File: src/rtl/pipelined_ripple_adder_pkg.sv
// pipelined_ripple_adder_pkg
//   Shared types and helpers for the pipelined ripple-carry adder:
//   - res_tag_t       : 2-bit mod-3 residue tag carried alongside each beat
//   - RES_MAX_W       : widest value mod3() accepts
//   - mod3()          : mod-3 residue of the low n bits of a value
//   - stages_divide() : elaboration check that WIDTH splits evenly into STAGES
package pipelined_ripple_adder_pkg;

    typedef logic [1:0] res_tag_t;

    localparam int unsigned RES_MAX_W = 64;

    // 2^i mod 3 alternates 1, 2, 1, 2, ..., so the residue is a weighted bit sum.
    function automatic res_tag_t mod3(input logic [RES_MAX_W-1:0] x, input int unsigned n);
        int unsigned r;
        r = 0;
        for (int unsigned i = 0; i < RES_MAX_W; i++) begin
            if (i < n && x[i]) begin
                r = (r + (((i % 2) == 0) ? 1 : 2)) % 3;
            end
        end
        return res_tag_t'(r);
    endfunction

    function automatic bit stages_divide(input int width, input int stages);
        return (stages >= 1) && (width >= stages) && ((width % stages) == 0);
    endfunction

endpackage

File: src/rtl/pipelined_ripple_adder_ripple_slice.sv
// ripple_slice
//   Combinational W-bit full-adder chain.
//   a, b : slice operands     cin  : carry into bit 0
//   s    : slice sum          cout : carry out of bit W-1
module ripple_slice #(
    parameter int W = 4
) (
    input  logic [W-1:0] a,
    input  logic [W-1:0] b,
    input  logic         cin,
    output logic [W-1:0] s,
    output logic         cout
);

    logic [W:0] c;

    always_comb begin
        c    = '0;
        s    = '0;
        c[0] = cin;
        for (int unsigned i = 0; i < W; i++) begin
            s[i]   = a[i] ^ b[i] ^ c[i];
            c[i+1] = (a[i] & b[i]) | (c[i] & (a[i] ^ b[i]));
        end
    end

    assign cout = c[W];

endmodule

File: src/rtl/pipelined_ripple_adder.sv
// pipelined_ripple_adder
//   WIDTH-bit adder split into STAGES ripple slices with a register after
//   each slice; valid/ready on both sides with full backpressure.
//   clk, rst (sync, active-high)
//   a, b, cin, in_valid / in_ready     : operand beat input
//   sum, cout, out_valid / out_ready   : result output (registered)
//   res_err, res_err_sticky            : mod-3 residue mismatch flags
//   Optional feature: define RESIDUE_CHECK_EN to build the residue checker;
//   otherwise res_err and res_err_sticky are tied low.
module pipelined_ripple_adder
    import pipelined_ripple_adder_pkg::*;
#(
    parameter int WIDTH  = 16,
    parameter int STAGES = 4
) (
    input  logic             clk,
    input  logic             rst,
    input  logic [WIDTH-1:0] a,
    input  logic [WIDTH-1:0] b,
    input  logic             cin,
    input  logic             in_valid,
    output logic             in_ready,
    output logic [WIDTH-1:0] sum,
    output logic             cout,
    output logic             out_valid,
    input  logic             out_ready,
    output logic             res_err,
    output logic             res_err_sticky
);

    localparam int SLICE = WIDTH / STAGES;

    if (!stages_divide(WIDTH, STAGES)) begin : g_bad_cfg
        $error("pipelined_ripple_adder: WIDTH must be a positive multiple of STAGES");
    end

    logic                          advance;
    logic [STAGES:1]               vld_q;
    logic [STAGES:1]               carry_q;   // carry_q[k]: carry out of slice k-1
    logic [WIDTH-1:0]              ps_q  [1:STAGES];  // partial sum, low k*SLICE bits valid
    logic [WIDTH-1:0]              rem_a_q [1:STAGES]; // operand bits still to add, shifted down
    logic [WIDTH-1:0]              rem_b_q [1:STAGES];
    logic [STAGES-1:0][SLICE-1:0]  sl_a, sl_b, sl_s;
    logic [STAGES-1:0]             sl_ci, sl_co;

    assign advance   = !out_valid || out_ready;
    assign in_ready  = advance;
    assign out_valid = vld_q[STAGES];
    assign sum       = ps_q[STAGES];
    assign cout      = carry_q[STAGES];

    for (genvar k = 0; k < STAGES; k++) begin : g_slice
        if (k == 0) begin : g_first
            assign sl_a[k]  = a[SLICE-1:0];
            assign sl_b[k]  = b[SLICE-1:0];
            assign sl_ci[k] = cin;
        end else begin : g_rest
            assign sl_a[k]  = rem_a_q[k][SLICE-1:0];
            assign sl_b[k]  = rem_b_q[k][SLICE-1:0];
            assign sl_ci[k] = carry_q[k];
        end

        ripple_slice #(.W(SLICE)) u_slice (
            .a    (sl_a[k]),
            .b    (sl_b[k]),
            .cin  (sl_ci[k]),
            .s    (sl_s[k]),
            .cout (sl_co[k])
        );
    end

    always_ff @(posedge clk) begin
        if (rst) begin
            vld_q   <= '0;
            carry_q <= '0;
            for (int unsigned k = 1; k <= STAGES; k++) begin
                ps_q[k]    <= '0;
                rem_a_q[k] <= '0;
                rem_b_q[k] <= '0;
            end
        end else if (advance) begin
            vld_q[1]              <= in_valid;
            carry_q[1]            <= sl_co[0];
            ps_q[1]               <= '0;
            ps_q[1][SLICE-1:0]    <= sl_s[0];
            rem_a_q[1]            <= a >> SLICE;
            rem_b_q[1]            <= b >> SLICE;
            for (int unsigned k = 2; k <= STAGES; k++) begin
                vld_q[k]                        <= vld_q[k-1];
                carry_q[k]                      <= sl_co[k-1];
                ps_q[k]                         <= ps_q[k-1];
                ps_q[k][(k-1)*SLICE +: SLICE]   <= sl_s[k-1];
                rem_a_q[k]                      <= rem_a_q[k-1] >> SLICE;
                rem_b_q[k]                      <= rem_b_q[k-1] >> SLICE;
            end
        end
    end

`ifdef RESIDUE_CHECK_EN
    res_tag_t               tag_q [1:STAGES];
    res_tag_t               tag_in;
    logic [RES_MAX_W-1:0]   result_ext;

    assign tag_in = res_tag_t'((int'(mod3(RES_MAX_W'(a), WIDTH))
                               + int'(mod3(RES_MAX_W'(b), WIDTH))
                               + int'(cin)) % 3);
    assign result_ext = RES_MAX_W'({cout, sum});
    assign res_err    = out_valid && (mod3(result_ext, WIDTH + 1) != tag_q[STAGES]);

    always_ff @(posedge clk) begin
        if (rst) begin
            for (int unsigned k = 1; k <= STAGES; k++) begin
                tag_q[k] <= '0;
            end
        end else if (advance) begin
            tag_q[1] <= tag_in;
            for (int unsigned k = 2; k <= STAGES; k++) begin
                tag_q[k] <= tag_q[k-1];
            end
        end
    end

    always_ff @(posedge clk) begin
        if (rst) begin
            res_err_sticky <= 1'b0;
        end else if (res_err) begin
            res_err_sticky <= 1'b1;
        end
    end
`else
    assign res_err        = 1'b0;
    assign res_err_sticky = 1'b0;
`endif

endmodule

File: config.mk
export PLATFORM = sky130hd
export DESIGN_NAME = pipelined_ripple_adder
export DESIGN_NICKNAME = d
export VERILOG_FILES = /design/src/rtl/pipelined_ripple_adder_pkg.sv /design/src/rtl/pipelined_ripple_adder_ripple_slice.sv /design/src/rtl/pipelined_ripple_adder.sv
export SDC_FILE = /design/constraint.sdc
export NUM_CORES = 1
export LEC_CHECK = 0
export ABC_AREA = 1
export BUFFER_PORTS_ARGS = -buffer_cell sky130_fd_sc_hd__clkbuf_2
export CORE_ASPECT_RATIO = 1.25
export CORE_MARGIN = 4
export CORE_UTILIZATION = 57
export DETAILED_ROUTE_END_ITERATION = 8
export PLACE_DENSITY_LB_ADDON = 0.3
export SLEW_MARGIN = 20
export SYNTH_ARGS = -nofsm -noshare
export SYNTH_HDL_FRONTEND = slang
export SYNTH_SLANG_ARGS = --single-unit
File: constraint.sdc
create_clock -name clk -period 4.11 [get_ports clk]
set_input_delay 0.2055 -clock clk [delete_from_list [all_inputs] [get_ports clk]]
set_output_delay 0.2055 -clock clk [all_outputs]
set_load 0.01 [all_outputs]
Word-level counts from Yosys, hierarchy flattened
Memory sizes are Yosys's and may differ from the RTL's.
Index checks and enable logic that the tools add are counted.

word-level totals
  bits in registers = 8
  memory bits (writable) = 160
  input port bits = 37
  output and inout port bits = 21
  word-level logic and storage cells = 124
  memories = 3

memories
  name     words  bits a word  read ports  clocked after memory_dff  write ports  line                          text
  ps_q     4      16           4           0                         4            pipelined_ripple_adder.sv:40  logic [WIDTH-1:0] ps_q [1:STAGES];
  rem_a_q  4      12           3           0                         4            pipelined_ripple_adder.sv:41  logic [WIDTH-1:0] rem_a_q [1:STAGES];
  rem_b_q  4      12           3           0                         4            pipelined_ripple_adder.sv:42  logic [WIDTH-1:0] rem_b_q [1:STAGES];

cells by class
  multiplexer cells = 21
  bitwise operators = 96
  reductions and logical operators = 2

operators with widths
  operator            count
  two-way mux 12 bit  8
  two-way mux 16 bit  4
  AND 1 bit           32
  OR 1 bit            32
  XOR 1 bit           32
  two-way mux 4 bit   4
  two-way mux 1 bit   5
  zero test 1 bit     1
  logical OR 1 bit    1

Depth between registers and ports, before layout
An unclocked memory read counts as a cell.

  depth in word-level cells = 10
  gate-level depth with buffers = 10
  mapped depth without buffers = 10

Modules after synthesis
Synthesis repeated with hierarchy kept, for this count alone.

unflattened totals
  cells, all modules = 386
  area, all modules = 4,485.6 sq um

modules (own cells, without submodules)
  module                  instances  cells an instance  area an instance (sq um)  seq. area each (sq um)
  pipelined_ripple_adder  1          330                4,015.1                   2,802.7
  ripple_slice            4          14                 117.6                     0.0

Worst setup path after synthesis
Ideal clock, no wire load.

  path type = register to register
  start = reg vld_q[4] (netlist name)
  end = reg, netlist name ps_q[0][16]
  library setup time = 1.077 ns
  data arrival time = 2.529 ns
  data required time = 3.033 ns
  setup slack = 0.505 ns
  stages on the path, launching flop included = 3
  buffers on the path = 1
  period minus slack after synthesis = 3.605 ns
  cells stage by stage = dfxtp_1 buf_6 nand3_1

RTL lines
  element                           line                          text
  start: declaration                pipelined_ripple_adder.sv:38  logic [STAGES:1] vld_q;
  start signal: indexed assignment  pipelined_ripple_adder.sv:89  vld_q[k] <= vld_q[k-1];

==> qor.txt <==
Clock Latency Late Sink - 0.36 ns
Layout cells sized above 1 - 23.56%
DR vias - 2279
Final routed DRC violation total - 0
Starting utilization of the core area - 59.10%
Required time of the worst setup path - 4.31 ns
CP Capture Type - flop
Clock-pin slew on the worst setup and hold paths - 0.10 ns
Num Clock Sinks - 96
Width of the chip - 86.81 µm
Startpoint types - flop
Arrival @ worst endpoint - 2.46 ns
Slew at the pin closest to its max-slew limit - 0.8785 ns
Max stage delay cell, worst path - sky130_fd_sc_hd__fa_1
TritonCTS clock tree - done
Number of buffers added on ports - 55
Avg Synthesized Cell Area - 11.96 µm²
Startpoint of the worst hold path - in_valid
RSZ-0062 raised after global routing - false
H-tree depth - 3
Setup violation total in the final timing report - 0
Die outline area - 9247 µm²
Endpoint with the worst hold slack - vld_q[1]
Pin count of the biggest net entering global routing - 66
Initial antenna violation count - 0
Routed via count divided by cell count - 4.486
Number of nets with antenna violations after routing - 0
Global-route usage over all layers - 13.40%
Final core occ - 64.23%
DR pass1 iterations - 4
Area Overhead vs Synth - 8.680%
Final cell count without fillers - 508
Fraction of post-synthesis cell area in the top cell type by area - 59.71%
Core area - 7488 µm²
Max clock buf depth - 2
Sum of negative setup slack - 0 ns
Worst setup margin - 1.854 ns
Worst clock skew on the final layout - 0.01089 ns
Ant. Diodes - 0
Min-Delay Path Depth - 3
Class of the worst hold path - in -> reg
Top area cells in the synthesized netlist - sky130_fd_sc_hd__edfxtp_1 (60%), sky130_fd_sc_hd__inv_1 (9.5%), sky130_fd_sc_hd__fa_1 (7.2%)
Power Density - 394.6 nW/µm²
Library cell occupying the most area in the post-synthesis netlist - sky130_fd_sc_hd__edfxtp_1
Number of cells on the critical path - 8
Buffer count from post-CTS setup fixing - 0
Crit path cell chain - fa_1 -> inv_1 -> fa_1 -> inv_1 -> fa_1 -> inv_1 -> fa_1 -> nor2_1
Final Max Slew Viols - 0
Number of resized instances in the post-cts repair step - 0
Violation count after the first detailed-routing iteration - 154
Ports - 58
Final hold violation count - 0
Minimum clock period after layout - 2.256 ns
Launching point of the worst reg2reg path - rem_b_q[0][12]
Depth of the worst register-to-register path - 8
Wire length reported by the detailed router - 5674 µm
Reg2Reg Setup Slack - 1.85 ns
Worst Setup Path Type - reg -> reg
Power Total - 1.898 mW
Leakage power total - 2.203 nW
Outcome - finished clean
Peak clock frequency supported by timing - 443.2 MHz
Maximum capacitance violations - 0
Buffering stage count on the worst path with inverters included - 3
Wire length of the first global-routing pass - 9549 µm
Vias in the first global route - 2272
CTS Buf Count - 9
CTS Root Cell - sky130_fd_sc_hd__clkbuf_8
Die Y - 106.5 µm
Hold buffer count at cts - 0
Syn Std Cell Area - 4425 µm²
Maximum fanout encountered on the critical timing path - 1
Worst ir drop on vdd - 0.2201 mV
Estimated wirelength of the detail-placed design - 3817 µm
Final worst-path cycle share - 54.90%
Post-synthesis instance total - 370
Maximum single-stage delay on the critical path - 0.42 ns
Number of synthesized register bits - 96
Slew headroom - 41.43%
Number of unique standard cell types used by synthesis - 17
Weighted congestion at the end of routability-driven global placement - 0.7757
Total number of placement rows - 35
Most frequent cell on the critical path - sky130_fd_sc_hd__fa_1
Capture instance of the worst register-to-register path - ps_q[0][39]
Cell type group with the largest total delay on the critical path - adder cells
Startpoint of the most critical setup path - rem_b_q[0][12]
Sequential area share after synthesis - 63.33%
Remaining global-route overflow - 0
Placed cell count - 492
Total number of nets in the final design - 464
Warning count from the yosys run - 0
Placement-stage worst setup slack - 1.842 ns
Per-cell routed wire length - 11.17 µm
## cells in the final DEF, fill, tap and decap left out
cell type	n
sky130_fd_sc_hd__clkinv_4	2
sky130_fd_sc_hd__nand3_1	7
sky130_fd_sc_hd__clkinv_2	1
sky130_fd_sc_hd__inv_2	2
sky130_fd_sc_hd__nand2_1	9
sky130_fd_sc_hd__clkbuf_1	1
sky130_fd_sc_hd__clkinvlp_4	1
sky130_fd_sc_hd__clkbuf_8	9
sky130_fd_sc_hd__nand2_8	1
sky130_fd_sc_hd__nand4_1	7
sky130_fd_sc_hd__nand2_4	1
sky130_fd_sc_hd__conb_1	2
sky130_fd_sc_hd__dfxtp_1	8
sky130_fd_sc_hd__edfxtp_1	88
sky130_fd_sc_hd__fa_1	16
sky130_fd_sc_hd__inv_6	1
sky130_fd_sc_hd__buf_4	3
sky130_fd_sc_hd__bufinv_16	1
sky130_fd_sc_hd__inv_1	112
sky130_fd_sc_hd__nand3_4	1
sky130_fd_sc_hd__nor2_4	20
sky130_fd_sc_hd__clkbuf_2	55
sky130_fd_sc_hd__nor2_1	68
## worst max path at each step
stage | to | slack, ns
floorplan | ps_q[0][16] | 0.50
global placement | ps_q[0][39] | 1.91
detailed placement | ps_q[0][39] | 1.84
CTS | ps_q[0][39] | 1.82
global route | ps_q[0][59] | 1.68
finish | ps_q[0][39] | 1.85
## state kept, by name, indices dropped and copies added, names as in the netlist
register	cells
rem_a_q	24
carry_q	4
vld_q	4
rem_b_q	24
ps_q	40
## stage by stage
stage          hold WS, ns  cell area (µm²)
2_1_floorplan       0.3443             4429
3_3_place_gp        0.4392             4613
3_5_place_dp        0.4469             4613
4_1_cts            0.07769             4810
5_1_grt            0.07542             4810
6_report           0.09671             4810
## Yosys cell counts
cell type,number
sky130_fd_sc_hd__inv_1,112
sky130_fd_sc_hd__edfxtp_1,88
sky130_fd_sc_hd__nor2_1,68
sky130_fd_sc_hd__nor2_4,20
sky130_fd_sc_hd__buf_4,18
sky130_fd_sc_hd__fa_1,16
sky130_fd_sc_hd__nand2_1,9
sky130_fd_sc_hd__dfxtp_1,8
sky130_fd_sc_hd__nand3_1,8
sky130_fd_sc_hd__buf_2,7
sky130_fd_sc_hd__nand4_1,7
sky130_fd_sc_hd__buf_12,3
sky130_fd_sc_hd__inv_2,2
sky130_fd_sc_hd__buf_6,1
sky130_fd_sc_hd__conb_1,1
sky130_fd_sc_hd__nand2_4,1
sky130_fd_sc_hd__nand2_8,1
## final cells by class
cell class | count | area [µm²]
Clock inverter | 6 | 68.82
Sequential cell | 96 | 2803
Tap cell | 92 | 115.1
Clock buffer | 10 | 127.6
Inverter | 114 | 427.9
Timing Repair Buffer | 58 | 297.8
Multi-Input combinational cell | 132 | 969.7
Fill cell | 583 | 2679
## cell families after synthesis
logic type / after synthesis / synth area share, %
buf+inv: 143 / 15.13
simple gates: 114 / 14.22
flops: 96 / 63.33
fa+ha+maj: 16 / 7.238
other cells: 1 / 0.08474
## power by group
group,total (mW),switching (mW),internal (mW)
clock,0.602,0.317,0.285
sequential,1.14,0.0188,1.12
combinational,0.154,0.0927,0.0611
total,1.90,0.429,1.47
## metal layers
metal	routed length (µm)	up-vias	global-route usage, %
met4	104	0	7.016
met5	0	-	0
met1	2201	1053	15.25
li1	-	1167	-
met2	3066	49	23.45
met3	301	10	2.481
## worst reg2reg max path, stage by stage (launching register included)
cell	delay [ns]
sky130_fd_sc_hd__edfxtp_1	0.40
sky130_fd_sc_hd__fa_1	0.39
sky130_fd_sc_hd__inv_1	0.09
sky130_fd_sc_hd__fa_1	0.17
sky130_fd_sc_hd__inv_1	0.05
sky130_fd_sc_hd__fa_1	0.42
sky130_fd_sc_hd__inv_1	0.09
sky130_fd_sc_hd__fa_1	0.39
sky130_fd_sc_hd__nor2_1	0.11
(Power assumes the default switching activity.)
